**src/rtl/traffic_phase_controller.sv**
```systemverilog
// traffic_phase_controller: two-way intersection phase FSM with ped latches, gap-out and max-out
module traffic_phase_controller #(
  parameter int GREEN_MIN = 4,
  parameter int GREEN_MAX = 10,
  parameter int YELLOW_T  = 2,
  parameter int ALLRED_T  = 1,
  parameter int WALK_T    = 3
) (
  input  logic       clk,
  input  logic       rst_n,
  input  logic       tick,
  input  logic       ped_ns_btn,
  input  logic       ped_ew_btn,
  input  logic       car_ns,
  input  logic       car_ew,
  output logic [2:0] ns_light,
  output logic [2:0] ew_light,
  output logic       walk_ns,
  output logic       walk_ew,
  output logic       ped_ns_pend,
  output logic       ped_ew_pend,
  output logic [2:0] phase
);
  localparam int TW = $clog2(GREEN_MAX + YELLOW_T + ALLRED_T + 1);
  localparam logic [TW-1:0] G_MIN  = TW'(GREEN_MIN);
  localparam logic [TW-1:0] G_MAX  = TW'(GREEN_MAX);
  localparam logic [TW-1:0] G_TOP  = TW'(GREEN_MAX - 1);
  localparam logic [TW-1:0] Y_TOP  = TW'(YELLOW_T - 1);
  localparam logic [TW-1:0] A_TOP  = TW'(ALLRED_T - 1);
  localparam logic [TW-1:0] WALK_V = TW'(WALK_T);

  typedef enum logic [2:0] {
    ALLRED_NS = 3'd0,
    NS_GREEN  = 3'd1,
    NS_YELLOW = 3'd2,
    ALLRED_EW = 3'd3,
    EW_GREEN  = 3'd4,
    EW_YELLOW = 3'd5
  } state_t;

  state_t        state, state_nx;
  logic [TW-1:0] timer, elapsed;
  logic          btn_ns_q, btn_ew_q, served_ns, served_ew;
  logic          rise_ns, rise_ew, enter_ns, enter_ew;
  logic          ns_g, ew_g, green, own_car, opp_car, opp_pend;
  logic          go_green, done_y, done_ar;

  assign rise_ns  = ped_ns_btn & ~btn_ns_q;
  assign rise_ew  = ped_ew_btn & ~btn_ew_q;
  assign ns_g     = state == NS_GREEN;
  assign ew_g     = state == EW_GREEN;
  assign green    = ns_g | ew_g;
  assign own_car  = ns_g ? car_ns : car_ew;
  assign opp_car  = ns_g ? car_ew : car_ns;
  assign opp_pend = ns_g ? ped_ew_pend : ped_ns_pend;
  assign elapsed  = timer + 1'b1;
  assign go_green = tick && ((elapsed >= G_MIN && (opp_pend || (opp_car && !own_car))) ||
                             (elapsed >= G_MAX && (opp_car || opp_pend)));
  assign done_y   = tick && timer == Y_TOP;
  assign done_ar  = tick && timer == A_TOP;
  assign enter_ns = state_nx == NS_GREEN && !ns_g;
  assign enter_ew = state_nx == EW_GREEN && !ew_g;

  // next phase: timed states leave on their last tick, greens leave on demand
  always_comb begin
    state_nx = state;
    case (state)
      ALLRED_NS: if (done_ar) state_nx = NS_GREEN;
      NS_GREEN:  if (go_green) state_nx = NS_YELLOW;
      NS_YELLOW: if (done_y) state_nx = ALLRED_EW;
      ALLRED_EW: if (done_ar) state_nx = EW_GREEN;
      EW_GREEN:  if (go_green) state_nx = EW_YELLOW;
      EW_YELLOW: if (done_y) state_nx = ALLRED_NS;
      default:   state_nx = ALLRED_NS;
    endcase
  end

  // phase register and tick timer; timer restarts on every phase change and parks in green
  always_ff @(posedge clk or negedge rst_n) begin
    if (!rst_n) begin
      state <= ALLRED_NS;
      timer <= '0;
    end else begin
      state <= state_nx;
      timer <= (state_nx != state) ? '0 : (tick && !(green && timer == G_TOP)) ? elapsed : timer;
    end
  end

  // button edge latches; entering a green hands its pending request (and a same-cycle edge) to served
  always_ff @(posedge clk or negedge rst_n) begin
    if (!rst_n) begin
      btn_ns_q    <= 1'b0;
      btn_ew_q    <= 1'b0;
      ped_ns_pend <= 1'b0;
      ped_ew_pend <= 1'b0;
      served_ns   <= 1'b0;
      served_ew   <= 1'b0;
    end else begin
      btn_ns_q    <= ped_ns_btn;
      btn_ew_q    <= ped_ew_btn;
      ped_ns_pend <= enter_ns ? 1'b0 : ped_ns_pend | rise_ns;
      ped_ew_pend <= enter_ew ? 1'b0 : ped_ew_pend | rise_ew;
      served_ns   <= enter_ns ? ped_ns_pend | rise_ns : served_ns;
      served_ew   <= enter_ew ? ped_ew_pend | rise_ew : served_ew;
    end
  end

  assign ns_light = ns_g ? 3'b001 : (state == NS_YELLOW) ? 3'b010 : 3'b100;
  assign ew_light = ew_g ? 3'b001 : (state == EW_YELLOW) ? 3'b010 : 3'b100;
  assign walk_ns  = ns_g && served_ns && timer < WALK_V;
  assign walk_ew  = ew_g && served_ew && timer < WALK_V;
  assign phase    = state;
endmodule

```
**config.mk**
```make
export PLATFORM = sky130hd
export DESIGN_NAME = traffic_phase_controller
export DESIGN_NICKNAME = d
export VERILOG_FILES = /design/src/rtl/traffic_phase_controller.sv
export SDC_FILE = /design/constraint.sdc
export NUM_CORES = 1
export LEC_CHECK = 0
export ABC_AREA = 1
export CAP_MARGIN = 20
export CORE_ASPECT_RATIO = 0.8
export CORE_MARGIN = 3
export CORE_UTILIZATION = 43
export CTS_CLUSTER_DIAMETER = 120
export DETAILED_ROUTE_END_ITERATION = 10
export PLACE_DENSITY = 0.74
export SLEW_MARGIN = 40
export SYNTH_ARGS = -nofsm -noshare
export SYNTH_HDL_FRONTEND = slang
export SYNTH_SLANG_ARGS = --single-unit
```
**constraint.sdc**
```tcl
create_clock -name clk -period 1.3 [get_ports clk]
set_input_delay 0.325 -clock clk [delete_from_list [all_inputs] [get_ports clk]]
set_output_delay 0.325 -clock clk [all_outputs]
set_load 0.01 [all_outputs]
```
==> results of run 1 <==
-- what timing repair did --
item                       CTS
gates resized for setup    109
setup endpoints to repair   24
pin swaps                   21
hold endpoints to repair     0
buffers inserted            19
-- kinds of logic after synthesis --
logic type / after synthesis / synth area share, %
simple gates: 61 / 33.9
flops: 13 / 38.0
buf+inv: 25 / 11.8
fa+ha+maj: 3 / 4.38
xor+xnor: 1 / 1.02
compound gates: 16 / 11.0
-- stage by stage --
step                      TNS (ps)  setup WS, ps
after floorplan               -428          -110
after global placement       -6400          -487
after detailed placement     -6870          -502
after CTS                    -4150          -365
==> reports/results.md, run 1 <==
| Parameter | Value |
|---|---|
| Synth top cells by count | nand2_1, inv_1, dfrtp_1 |
| Vertical die dimension | 45.9 µm |
| Async S/R FF share, synth | 100% |
| Number of rows created at floorplan | 13 |
| Warnings, synthesis | 0 |
| # placed instances | 186 |
| Max Buffers Root-to-Sink | 2 |
| Top-level I/O count | 20 |
| Largest cells by area after synthesis | dfrtp_1, nand2_1, inv_1, nand3_1, ha_1 |
| Gate count after technology mapping | 119 |
| Post-synthesis sequential area ratio | 38.0% |
| Pin count of the biggest net entering global routing | 14 |
| Post-Place Cell Area | 1270 µm² |
| Final weighted congestion in routability-driven placement | 0.935 |
| Failing step | global routing (5_1_grt) |
| Syn Nets | 129 |
| Number of hold buffers added after CTS | 0 |
| Synth Register Bits | 13 |
| Number of distinct library cells after synthesis | 21 |
| Worst EP Category | register data pin |
| Leading cell type by number of instances after synthesis | nand2_1 |
| Dpl hpwl | 1840 µm |
| Root buffer cell | clkbuf_4 |
| Combined area of all synthesized cells | 857 µm² |
| Starting density of the core | 48.8% |
| Portion of synthesized cell area occupied by the leading cell type | 38.0% |
| Error that ended the run | [ERROR DPL-0038] Utilization greater than 100%, impossible to legalize |
| TritonCTS Sinks | 13 |
| Mean instance size in the synthesized netlist | 7.20 µm² |
| Endpoint with the least setup slack after the last repair | timer[1]$_DFFE_PN0P_/D |
| Number of buffers created by CTS | 3 |
| Count of flip-flops with a built-in enable after synthesis | 0 |
| Synth area leader | dfrtp_1 |
| Horiz. Die Dim | 55.9 µm |
| Buffers added on ports | 19 |
| Dominant synthesized flop cell | dfrtp_1 |
| Maximum level of the CTS H-tree | 1 |
| Result of the run | did not finish |
==> run 2: changes to the inputs <==
CORE_AREA = 3 3 64 66   (was unset)
CORE_ASPECT_RATIO = unset   (was 0.8)
CORE_MARGIN = unset   (was 3)
CORE_UTILIZATION = unset   (was 43)
CTS_CLUSTER_DIAMETER = unset   (was 120)
DIE_AREA = 0 0 67 69   (was unset)
PLACE_DENSITY = unset   (was 0.74)
PLACE_DENSITY_LB_ADDON = 0.15   (was unset)
clock period = 1.69 ns   (was 1.3 ns; I/O delays follow)
==> run 2 against run 1 <==
Effect of this change:
- the run now ends clean
- synthesized cell count unchanged
- area after synthesis unchanged
==> reports/results.md, run 2 <==
| Parameter | Value | Delta |
|---|---|---|
| Result of the run | finished, final reports clean |  |
| Post-synthesis sequential area ratio | 38.0% | unchanged |
| Standby leakage power | 0.000808 µW |  |
| Non-filler cells in the finished layout | 225 |  |
| Worst setup slack after placement | -245 ps | +258 ps |
| Count of cells along the worst register-to-register path | 13 |  |
| Class of the tightest hold or removal check | in -> async |  |
| Ratio of final minimum period to clock period | 99.8% |  |
| Starting density of the core | 23.6% | -25 points |
| Worst Slack Setup Final | 3.37 ps |  |
| Portion of synthesized cell area occupied by the leading cell type | 38.0% | unchanged |
| Critical path startpoint category | flip-flop |  |
| Pin count of the biggest net entering global routing | 14 |  |
| Worst path top cell family by delay | buffers and inverters |  |
| Total negative slack for setup checks | 0 ps |  |
| Data required time of the critical path | 1270 ps |  |
| Largest cells by area after synthesis | dfrtp_1, nand2_1, inv_1, nand3_1, ha_1 |  |
| Max reg flops | 4 |  |
| Max stage delay cell, worst path | dfrtp_2 |  |
| Number of buffers created by CTS | 3 | unchanged |
| Syn Nets | 129 | unchanged |
| Crit-path cells | buf_6 > inv_2 > nor2_1 > dlygate4sd2_1 |  |
| Area growth from synthesis to final layout | 84.4% |  |
| Most common library cell in the layout ignoring fill and taps | buf_4 |  |
| Net count reported at finish | 188 |  |
| Critical path's largest stage delay | 370 ps |  |
| Number of detailed-routing iterations run before antenna repair | 3 |  |
| Synth Register Bits | 13 | unchanged |
| Buffers added on ports | 19 | unchanged |
| Synth top cells by count | nand2_1, inv_1, dfrtp_1 |  |
| FF-to-FF Start | timer[1] |  |
| Setup CP Type | reg -> out |  |
| Reg2reg end | timer[1] |  |
| Gate count after technology mapping | 119 | unchanged |
| Wire length of the first global-routing pass | 4040 µm |  |
| Crit end category | primary output |  |
| Horiz. Die Dim | 67 µm | +20% |
| Largest fanout on the critical path | 4 |  |
| Synth area leader | dfrtp_1 |  |
| Congestion Overflow GR | 0 |  |
| Max Buffers Root-to-Sink | 2 | unchanged |
| Worst relative slew slack | 75.3% |  |
| Number of rows created at floorplan | 22 | +9 |
| Fraction of layout instances using a drive strength above 1 | 55.9% |  |
| Mean instance size in the synthesized netlist | 7.20 µm² | unchanged |
| Leading cell type by number of instances after synthesis | nand2_1 |  |
| Time the final worst path needs with I/O delays and setup | 1690 ps |  |
| Global-route usage over all layers | 11.0% |  |
| Max Clock Freq | 0.593 GHz |  |
| Final Skew | 0.624 ps |  |
| Largest vdd supply drop | 0.000560 V |  |
| Final count of pins violating max slew | 0 |  |
| Clock latency of the later-clocked register in the worst-skew pair | 240 ps |  |
| Clock transition at path regs | 50 ps |  |
| Async S/R FF share, synth | 100% | unchanged |
| Count of flip-flops with a built-in enable after synthesis | 0 | unchanged |
| Clock tree from TritonCTS | done |  |
| Placeable core area | 3630 µm² |  |
| Dpl hpwl | 1850 µm | +0.15% |
| Detail-routed via count per cell | 4.15 |  |
| TritonCTS Sinks | 13 | unchanged |
| Vias after detailed routing | 933 |  |
| Remaining DRCs | 0 |  |
| Root buffer cell | clkbuf_8 |  |
| Post-detailed-route wirelength per cell | 10.7 µm |  |
| Total Routed Length | 2420 µm |  |
| Worst-margin pin slew | 368 ps |  |
| Commonest cells after routing, fill and taps aside | buf_4, nand2_1, nand2_2, inv_1, dfrtp_1 |  |
| Setup violations, final | 0 |  |
| Total of max-cap violations | 0 |  |
| Number of routed nets with antenna violations | 0 |  |
| Maximum level of the CTS H-tree | 1 | unchanged |
| Die footprint | 4620 µm² |  |
| Final Core Density | 43.5% |  |
| Final hold violations | 0 |  |
| Initial antenna violation count | 0 |  |
| # placed instances | 212 | +14% |
| Crit path arrival time | 1260 ps |  |
| Minimum setup slack among reg-to-reg paths | 50 ps |  |
| Warnings, synthesis | 0 | unchanged |
| Unrepaired setup endpoints after global routing | yes |  |
| Most flop-heavy register | timer |  |
| Final weighted congestion in routability-driven placement | 0.814 | -13% |
| Top-level I/O count | 20 | unchanged |
| Dominant synthesized flop cell | dfrtp_1 |  |
| WP buf/inv | 3 |  |
| Vertical die dimension | 69 µm | +50% |
| Vias in the first global route | 946 |  |
| Count of inserted antenna diode cells | 0 |  |
| Number of distinct library cells after synthesis | 21 | unchanged |
| Iter 0 DRT Violations | 37 |  |
| Combined area of all synthesized cells | 857 µm² | unchanged |
| Power density over the cells | 1730 nW/µm² |  |
[run 2: metal layers]
| layer | up-vias | global-route usage (%) | share of wire (%) |
|---|---|---|---|
| li1 | 486 | - | - |
| met1 | 426 | 15.3 | 48 |
| met2 | 16 | 16.8 | 47 |
| met3 | 5 | 1.14 | 3.6 |
| met4 | 0 | 4.73 | 1.7 |
| met5 | - | 0 | 0 |
[run 2: kinds of logic after synthesis]
kind of cell    Yosys count  share of synthesized area [%]
buf+inv                  25                           11.8
simple gates             61                           33.9
fa+ha+maj                 3                           4.38
flops                    13                           38.0
xor+xnor                  1                           1.02
compound gates           16                           11.0
[run 2: final cells by class]
class / count / area [µm²]
Tap cell: 48 / 60.1
Inverter: 23 / 88.8
Fill cell: 383 / 2050
Multi-Input combinational cell: 81 / 579
Clock buffer: 4 / 45.0
Sequential cell: 13 / 328
Timing Repair Buffer: 56 / 479
[run 2: report_power, final]
group	total, µW	internal [µW]	switching (µW)
registers	507	416	90.5
clock network	263	166	97.8
logic	1960	983	977
[run 2: how the worst max path moves through the flow]
stage	from	slack, ps	endpoint	depth (start not counted)
4_1_cts	phase[1]	-20	walk_ew	7
6_report	phase[2]	3	ew_light[1]	4
5_1_grt	timer[1]	-70	timer[3]	11
3_5_place_dp	tick	-240	timer[2]	9
3_3_place_gp	tick	-210	timer[0]	10
2_1_floorplan	timer[0]	240	timer[0]	13
[run 2: what timing repair did]
action / CTS / global route
endpoints found under the setup margin: 11 / 13
setup buffers: 7 / 3
endpoints found under the hold margin: 0 / 0
pin swaps: 6 / 25
resized for setup: 40 / 43
hold buffers: 0 / 0
[run 2: per-stage QoR]
stage / hold WS [ps] / power (µW) / area (µm²)
floorplan: 127 / 1210 / 857
global placement: 513 / 1960 / 1300
detailed placement: 520 / 1960 / 1300
CTS: 498 / 2370 / 1410
global route: 518 / 2970 / 1580
finish: 490 / 2730 / 1580
(Power assumes the default switching activity.)
